File: config.mk
export PLATFORM = sky130hd
export DESIGN_NAME = freq_div_ratio_ctrl
export DESIGN_NICKNAME = d
export VERILOG_FILES = /design/src/rtl/freq_div_pkg.sv /design/src/rtl/freq_div_phase_ctr.sv /design/src/rtl/freq_div_ratio_ctrl.sv
export SDC_FILE = /design/constraint.sdc
export NUM_CORES = 1
export LEC_CHECK = 0
export BUFFER_PORTS_ARGS = -buffer_cell sky130_fd_sc_hd__buf_2
export CORE_UTILIZATION = 28
export DETAILED_ROUTE_END_ITERATION = 7
export PLACE_DENSITY = 0.47
export REMOVE_ABC_BUFFERS = 1
export SLEW_MARGIN = 20
export SYNTH_ARGS = -nofsm -noshare
export SYNTH_HDL_FRONTEND = slang
export SYNTH_SLANG_ARGS = --single-unit
File: constraint.sdc
create_clock -name clk -period 2.65 [get_ports clk]
set_input_delay 0.795 -clock clk [delete_from_list [all_inputs] [get_ports clk]]
set_output_delay 0.795 -clock clk [all_outputs]
set_load 0.02 [all_outputs]
File: src/rtl/freq_div_pkg.sv
// Shared types and defaults for the frequency divider and its ratio controller.
package freq_div_pkg;

  localparam int W_DEFAULT             = 4;
  localparam int DEFAULT_RATIO_DEFAULT = 7;
  localparam int RATIO_MIN             = 2;

  typedef enum logic [1:0] {
    LOAD,
    RUN,
    DRAIN,
    HALT
  } state_t;

endpackage

File: src/rtl/freq_div_phase_ctr.sv
// Tracks the divider phase while the divider runs and flags the last cycle of each period.
module freq_div_phase_ctr #(
  parameter int W = freq_div_pkg::W_DEFAULT
) (
  input  logic         clk,
  input  logic         reset,
  input  logic         run,
  input  logic [W-1:0] ratio,
  output logic         period_end
);

  logic [W-1:0] phase;

  assign period_end = run && (phase == ratio - 1'b1);

  // Phase restarts from zero whenever the divider is held in reset.
  always_ff @(posedge clk) begin
    if (!reset || !run) begin
      phase <= '0;
    end else if (period_end) begin
      phase <= '0;
    end else begin
      phase <= phase + 1'b1;
    end
  end

endmodule

File: src/rtl/freq_div_ratio_ctrl.sv
// Run-time ratio controller: validates change requests and reloads the divider on period boundaries.
module freq_div_ratio_ctrl
  import freq_div_pkg::*;
#(
  parameter int W             = W_DEFAULT,
  parameter int DEFAULT_RATIO = DEFAULT_RATIO_DEFAULT,
  parameter int RST_CYCLES    = 2
) (
  input  logic         clk,
  input  logic         reset,
  input  logic         en,
  input  logic         req_valid,
  input  logic [W-1:0] req_ratio,
  output logic         req_ready,
  output logic [W-1:0] div_mc,
  output logic         div_rst,
  output logic [W-1:0] cur_ratio,
  output logic         period_end,
  output logic         busy,
  output logic         done,
  output logic         err
);

  localparam int CW = (RST_CYCLES > 1) ? $clog2(RST_CYCLES) : 1;
  localparam logic [CW-1:0] LOAD_LAST = CW'(RST_CYCLES - 1);
  localparam logic [W-1:0]  DEF_RATIO = W'(DEFAULT_RATIO);
  localparam logic [W-1:0]  MIN_RATIO = W'(RATIO_MIN);

  state_t        state;
  logic [W-1:0]  pend;
  logic [CW-1:0] load_cnt;
  logic          from_req;
  logic          run;
  logic          accept;

  // The divider keeps counting during DRAIN, so the boundary is tracked there too.
  assign run       = (state == RUN) || (state == DRAIN);
  assign req_ready = (state == RUN) && en && reset;
  assign accept    = req_valid && req_ready;

  freq_div_phase_ctr #(.W(W)) u_phase (
    .clk        (clk),
    .reset      (reset),
    .run        (run),
    .ratio      (cur_ratio),
    .period_end (period_end)
  );

  // div_mc is only rewritten on entry to LOAD, while div_rst is already high.
  always_ff @(posedge clk) begin
    if (!reset) begin
      state     <= LOAD;
      cur_ratio <= DEF_RATIO;
      div_mc    <= DEF_RATIO - 1'b1;
      div_rst   <= 1'b1;
      busy      <= 1'b1;
      done      <= 1'b0;
      err       <= 1'b0;
      pend      <= '0;
      load_cnt  <= '0;
      from_req  <= 1'b0;
    end else begin
      done <= 1'b0;
      err  <= 1'b0;
      if (!en) begin
        state    <= HALT;
        div_rst  <= 1'b1;
        busy     <= 1'b1;
        pend     <= '0;
        load_cnt <= '0;
        from_req <= 1'b0;
      end else begin
        case (state)
          LOAD: begin
            if (load_cnt == LOAD_LAST) begin
              state    <= RUN;
              div_rst  <= 1'b0;
              busy     <= 1'b0;
              done     <= from_req;
              from_req <= 1'b0;
              load_cnt <= '0;
            end else begin
              load_cnt <= load_cnt + 1'b1;
            end
          end
          RUN: begin
            if (accept) begin
              if (req_ratio < MIN_RATIO) begin
                err <= 1'b1;
              end else if (req_ratio == cur_ratio) begin
                done <= 1'b1;
              end else begin
                pend  <= req_ratio;
                state <= DRAIN;
                busy  <= 1'b1;
              end
            end
          end
          DRAIN: begin
            if (period_end) begin
              cur_ratio <= pend;
              div_mc    <= pend - 1'b1;
              div_rst   <= 1'b1;
              state     <= LOAD;
              from_req  <= 1'b1;
              load_cnt  <= '0;
            end
          end
          HALT: begin
            state    <= LOAD;
            div_mc   <= cur_ratio - 1'b1;
            load_cnt <= '0;
            from_req <= 1'b0;
          end
          default: state <= HALT;
        endcase
      end
    end
  end

endmodule

======== After elaboration in Yosys (flattened, before gate mapping) ========
Cells that the tools add are included.
word-level totals
  bits in registers ....................... 24
  word-level logic and storage cells ...... 83
  bits of input ports ..................... 8
  memories ................................ 0
  memory bits (read-only) ................. 0
  bits in latches ......................... 0
  RAM bits ................................ 0
operators by class
  add/sub/neg operators ................... 4
  div/mod/pow operators ................... 0
  bitwise operators ....................... 2
  $mul .................................... 0
  $lt $le $gt $ge ......................... 1
  eq/ne operators ......................... 15
  shifts and indexed selects .............. 0
  reductions and logical operators ........ 24
  mux-type cells .......................... 26
operators with widths
  kind                                                                    number
  3-bit inequality test (second input constant)                           5
  1-bit 2-to-1 mux                                                        12
  2-bit 2-to-1 mux                                                        6
  3-bit AND reduction                                                     4
  2-bit inequality test (second input constant)                           5
  5-bit AND reduction                                                     2
  4-bit equality test                                                     2
  2-bit case mux with 4 select lines                                      1
  4-bit case mux with 2 select lines                                      1
  4-bit AND reduction                                                     2
  4-bit by 1-bit subtractor with 4-bit output (second input constant)     2
  1-bit case mux with 2 select lines                                      3
  1-bit case mux with 3 select lines                                      2
  2-bit nonzero test                                                      3
  4-bit by 1-bit adder with 4-bit output (second input constant)          1
  2-bit equality test (second input constant)                             2
  1-bit logical AND                                                       4
  4-bit by 2-bit < comparator with 1-bit output (second input constant)   1
  4-bit 2-to-1 mux                                                        1
  2-bit AND reduction                                                     2
  3-bit nonzero test                                                      1
  2-bit by 1-bit equality test with 1-bit output (second input constant)  1
  1-bit logical NOT                                                       2
  2-bit logical NOT                                                       1
  other kinds (4)                                                         6

======== Longest topological paths before layout ========
  depth in word-level cells ............... 7
  depth in mapped cells ................... 9

======== Hierarchy ========
From an unflattened synthesis, not the netlist that was laid out.
unflattened totals
  cell total of the unflattened synthesis .. 142
  area, all modules ....................... 1,320.0 µm²
by module, submodules not included
  module               seq. area each (µm²)  cells each  times used  area an instance (µm²)
  freq_div_ratio_ctrl  400.4                 117         1           1,081.0
  freq_div_phase_ctr   80.1                  25          1           239.0

======== Worst setup path before layout ========
Ideal clock, no wire load.
  kind .................................... flip-flop to output port
  from .................................... register cur_ratio[0]
  to ...................................... output period_end
  path slack .............................. 248 ps
  required time ........................... 1,855 ps
  cell stages (with the launch flop) ...... 8
  arrival ................................. 1,607 ps
  cells stage by stage .................... dfxtp_1 > buf_4 > inv_1 > ha_1 > xor2_1 > and4_4 > and2_1 > buf_6
on the way
  word-level cells in the longest chain between the ends .. 3
RTL lines
  element                                      RTL line                    text
  start, declared                              freq_div_ratio_ctrl.sv:17   output logic [W-1:0] cur_ratio,
  start signal, assigned                       freq_div_ratio_ctrl.sv:101  cur_ratio <= pend;
  4-bit by 1-bit subtractor with 4-bit output  freq_div_phase_ctr.sv:14    assign period_end = run && (phase == ratio - 1'b1);
  4-bit equality test                          freq_div_phase_ctr.sv:14
  1-bit logical AND                            freq_div_phase_ctr.sv:14
  end, declared                                freq_div_ratio_ctrl.sv:18   output logic period_end,
No other way between the ends.

======== Worst setup path after layout ========
  from .................................... register cur_ratio[1]
  to ...................................... output period_end
Same word-level chain as after synthesis.

==> summary.md <==
- number of clock buffers inserted by TritonCTS: 3
- CP Capture Type: output pin
- fraction of power spent switching nets: 27.96%
- relative slew slack: 69.75%
- combinational family with the most area after synthesis: simple AND/OR/NAND/NOR gates
- Int Power: 559.6 uW
- row count: 25
- slack of the worst reg-to-reg path: 0.59 ns
- clock transition at the register clock pins on the worst setup and hold paths after CTS: 0.09 ns
- Synth area leader: dfxtp_1
- shortest period the worst path allows: 2.562 ns
- DR vias: 1127
- total net switching power: 217.2 uW
- max cap viols: 0
- critical register-to-register path endpoint: state[1]
- count of input and output buffers: 21
- most frequently used cell type in the post-synthesis netlist: dfxtp_1
- die height: 71.76 um
- logic depth of the worst register-to-register path: 7
- Peak Freq: 0.3904 GHz
- flip-flop cell with the highest count after synthesis: dfxtp_1
- final routed DRC violation total: 0
- startpoint of the worst-slack reg-to-reg timing path: cur_ratio[1]
- final sum of negative setup slack: 0 ns
- Final WS setup: 0.08821 ns
- combinational fraction of design power: 17.5%
- proportion of synthesized area in mux cells: 7.530%
- final hold violation count: 0
- HPWL reported at the end of detailed placement: 2435 um
- RD Place Congestion: 0.7650
- highest ir drop seen on vdd: 222.6 uV
- number of diodes added for antenna fixing: 0
- sequential-to-total area share from yosys stat: 35.26%
- Critical Path AT: 1.77 ns
- Slew Viols, Final: 0
- dpl cell area: 1528 um^2
- antenna violations before repair: 0
- boundary pin count: 22
- share of the synthesized area in compound gates (AO/OA/AOI/OAI): 14.97%
- type of origin of the critical path: register
- setup repair after global routing missed its margin: false
- via count of the first global-routing pass: 1125
- share of synthesized registers carrying an async set or reset: 0%
- share of the synthesized area in the top cell type: 35.26%
- synthesis-to-layout area growth: 16.71%
- first-pass GRT wire length: 5257 um
- latest clock arrival within the worst-skew pair: 0.27 ns
- power share of the clock group: 33.0%
- required time worst endpoint: 1.86 ns
- Final Util: 33.89%
- Post-DRT Antenna Nets: 0
- global route total overflow: 0
- minimum setup slack after placement: 0.2620 ns
- overall die area: 5150 um^2
- fraction of the cycle the final worst path needs: 96.67%
- Lkg Pwr: 0.0007137 uW
- maximum root-to-sink buffer count: 2
- DR pass1 iterations: 4
- clock tree root driver cell: clkbuf_8
- pin count of the biggest net entering global routing: 14
- total number of yosys warnings: 0
- synthesized area per cell: 8.964 um^2
- routed length per placed instance: 13.93 um
- type of the worst setup path: reg2out
- Post-Synth Adder-Cell Area: 7.346%
- Filler cells: 523
- starting density of the core: 29.04%
- run status: finished clean
- XOR/XNOR share of the synthesized area: 10.65%
- layout cells sized above 1: 21.71%
- Die X: 71.76 um
- number of synthesized register bits: 24
- netlist area before placement: 1363 um^2
- critical-path maximum fanout: 5
- number of enable flip-flop cells after synthesis: 0
- Total Routed Length: 3189 um
- synth top area cells: dfxtp_1 (35%), ha_1 (7.3%), mux2i_1 (5.9%)
- Hold WS: 0.4821 ns
- Final setup viols: 0
- Hold Path Sink: div_mc[3]
- initial drt markers: 34
- Hold Crit Class: reg2reg
- count of cell types in the netlist: 42
- Floorplan Core Area: 4692 um^2
- power density over the cells: 488.4 nW/um^2
- Clock Skews: 0.009861 ns
- relative contribution of sequential cells to total power: 49.6%
- slew of the pin with the lowest slew margin: 0.4528 ns
- via-per-instance ratio: 4.921
- all-layer global routing usage: 13.18%
- CTS tree: built
- Sinks on Clock Net: 24
- launch point of the worst hold path: div_mc[3]
- Layout Nets: 192
- post-route cell area: 1590 um^2
- number of levels the H-tree was split into: 1
- post-synthesis instance total: 152
- simple logic cell fraction of the synthesized area: 18.18%
- leading cell types by count after synthesis: dfxtp_1 (24), nor2_1 (13), inv_1 (10), nand2_1 (10)
- number of instances on the worst hold path: 2
cell families after synthesis:
kind of cell | count (synthesis)
flops | 24
compound gates | 31
simple gates | 47
xor+xnor | 15
mux | 10
fa+ha+maj | 8
buf+inv | 17
layout by cell type (no fill, tap or decap), types with 6 or more instances in the layout:
cell / count
buf_4: 6
nor2_1: 13
inv_1: 10
o21ai_0: 8
ha_1: 8
nand2_1: 10
mux2i_1: 8
xor2_1: 9
buf_2: 20
a21oi_1: 9
dfxtp_1: 22
worst max-delay path by stage:
stage	startpoint	end	slack, ns	cells past startpoint
after floorplan	cur_ratio[0]	period_end	0.17	5
after global placement	cur_ratio[0]	period_end	0.33	6
after detailed placement	cur_ratio[0]	period_end	0.26	6
after CTS	cur_ratio[0]	period_end	0.04	6
after global routing	cur_ratio[1]	period_end	0.01	6
final	cur_ratio[1]	period_end	0.09	6
routing by layer:
| layer | vias to the layer above | part of all wire [%] | global-route usage (%) |
|---|---|---|---|
| li1 | 581 | - | - |
| met2 | 18 | 46 | 22.43 |
| met5 | - | 0 | 0 |
| met3 | 2 | 4.1 | 3.516 |
| met4 | 0 | 0.47 | 3.486 |
| met1 | 526 | 50 | 16.47 |
critical path, stage by stage, from the launching register on:
cell and delay, ns:
dfxtp_2 0.39, inv_1 0.06, ha_1 0.31, xor2_1 0.16, and4_4 0.25, and2_1 0.18, buf_4 0.16
registers in the layout, summed over array words and instances, names as in the netlist:
register,flops
load_cnt,1
cur_ratio,4
from_req,1
u_phase.phase,4
busy,1
err,1
div_rst,1
pend,4
state,2
done,1
div_mc,4
per-stage QoR:
step | total power [uW] | instances
2_1_floorplan | 483.8 | 145
3_5_place_dp | 529.0 | 225
5_1_grt | 818.2 | 229
6_report | 776.8 | 229
3_3_place_gp | 528.4 | 225
4_1_cts | 786.2 | 229
timing repair:
| item | CTS | global route |
|---|---|---|
| endpoints found under the setup margin | 1 | 1 |
| pin swaps | 0 | 1 |
| hold buffers | 0 | 0 |
| setup buffers | 0 | 0 |
| gates resized for setup | 2 | 2 |
| endpoints found under the hold margin | 0 | 0 |
power groups by stage:
stage | Sequential, uW | Clock (uW) | Combinational [uW]
floorplan | 396 | 0 | 87.7
global route | 387 | 278 | 153
CTS | 386 | 265 | 135
detailed placement | 395 | 0 | 134
finish | 385 | 256 | 136
global placement | 394 | 0 | 134
area by class of cell:
class | count | area [um^2] | share of cell area [%]
clock buffer | 4 | 55.05 | 3.462
tap | 54 | 67.56 | 4.249
sequential | 24 | 485.5 | 30.53
timing repair buffer | 26 | 145.1 | 9.127
multi-input combinational | 111 | 799.5 | 50.28
inverter | 10 | 37.54 | 2.360
Note: power is estimated with default switching activity, not from simulation.
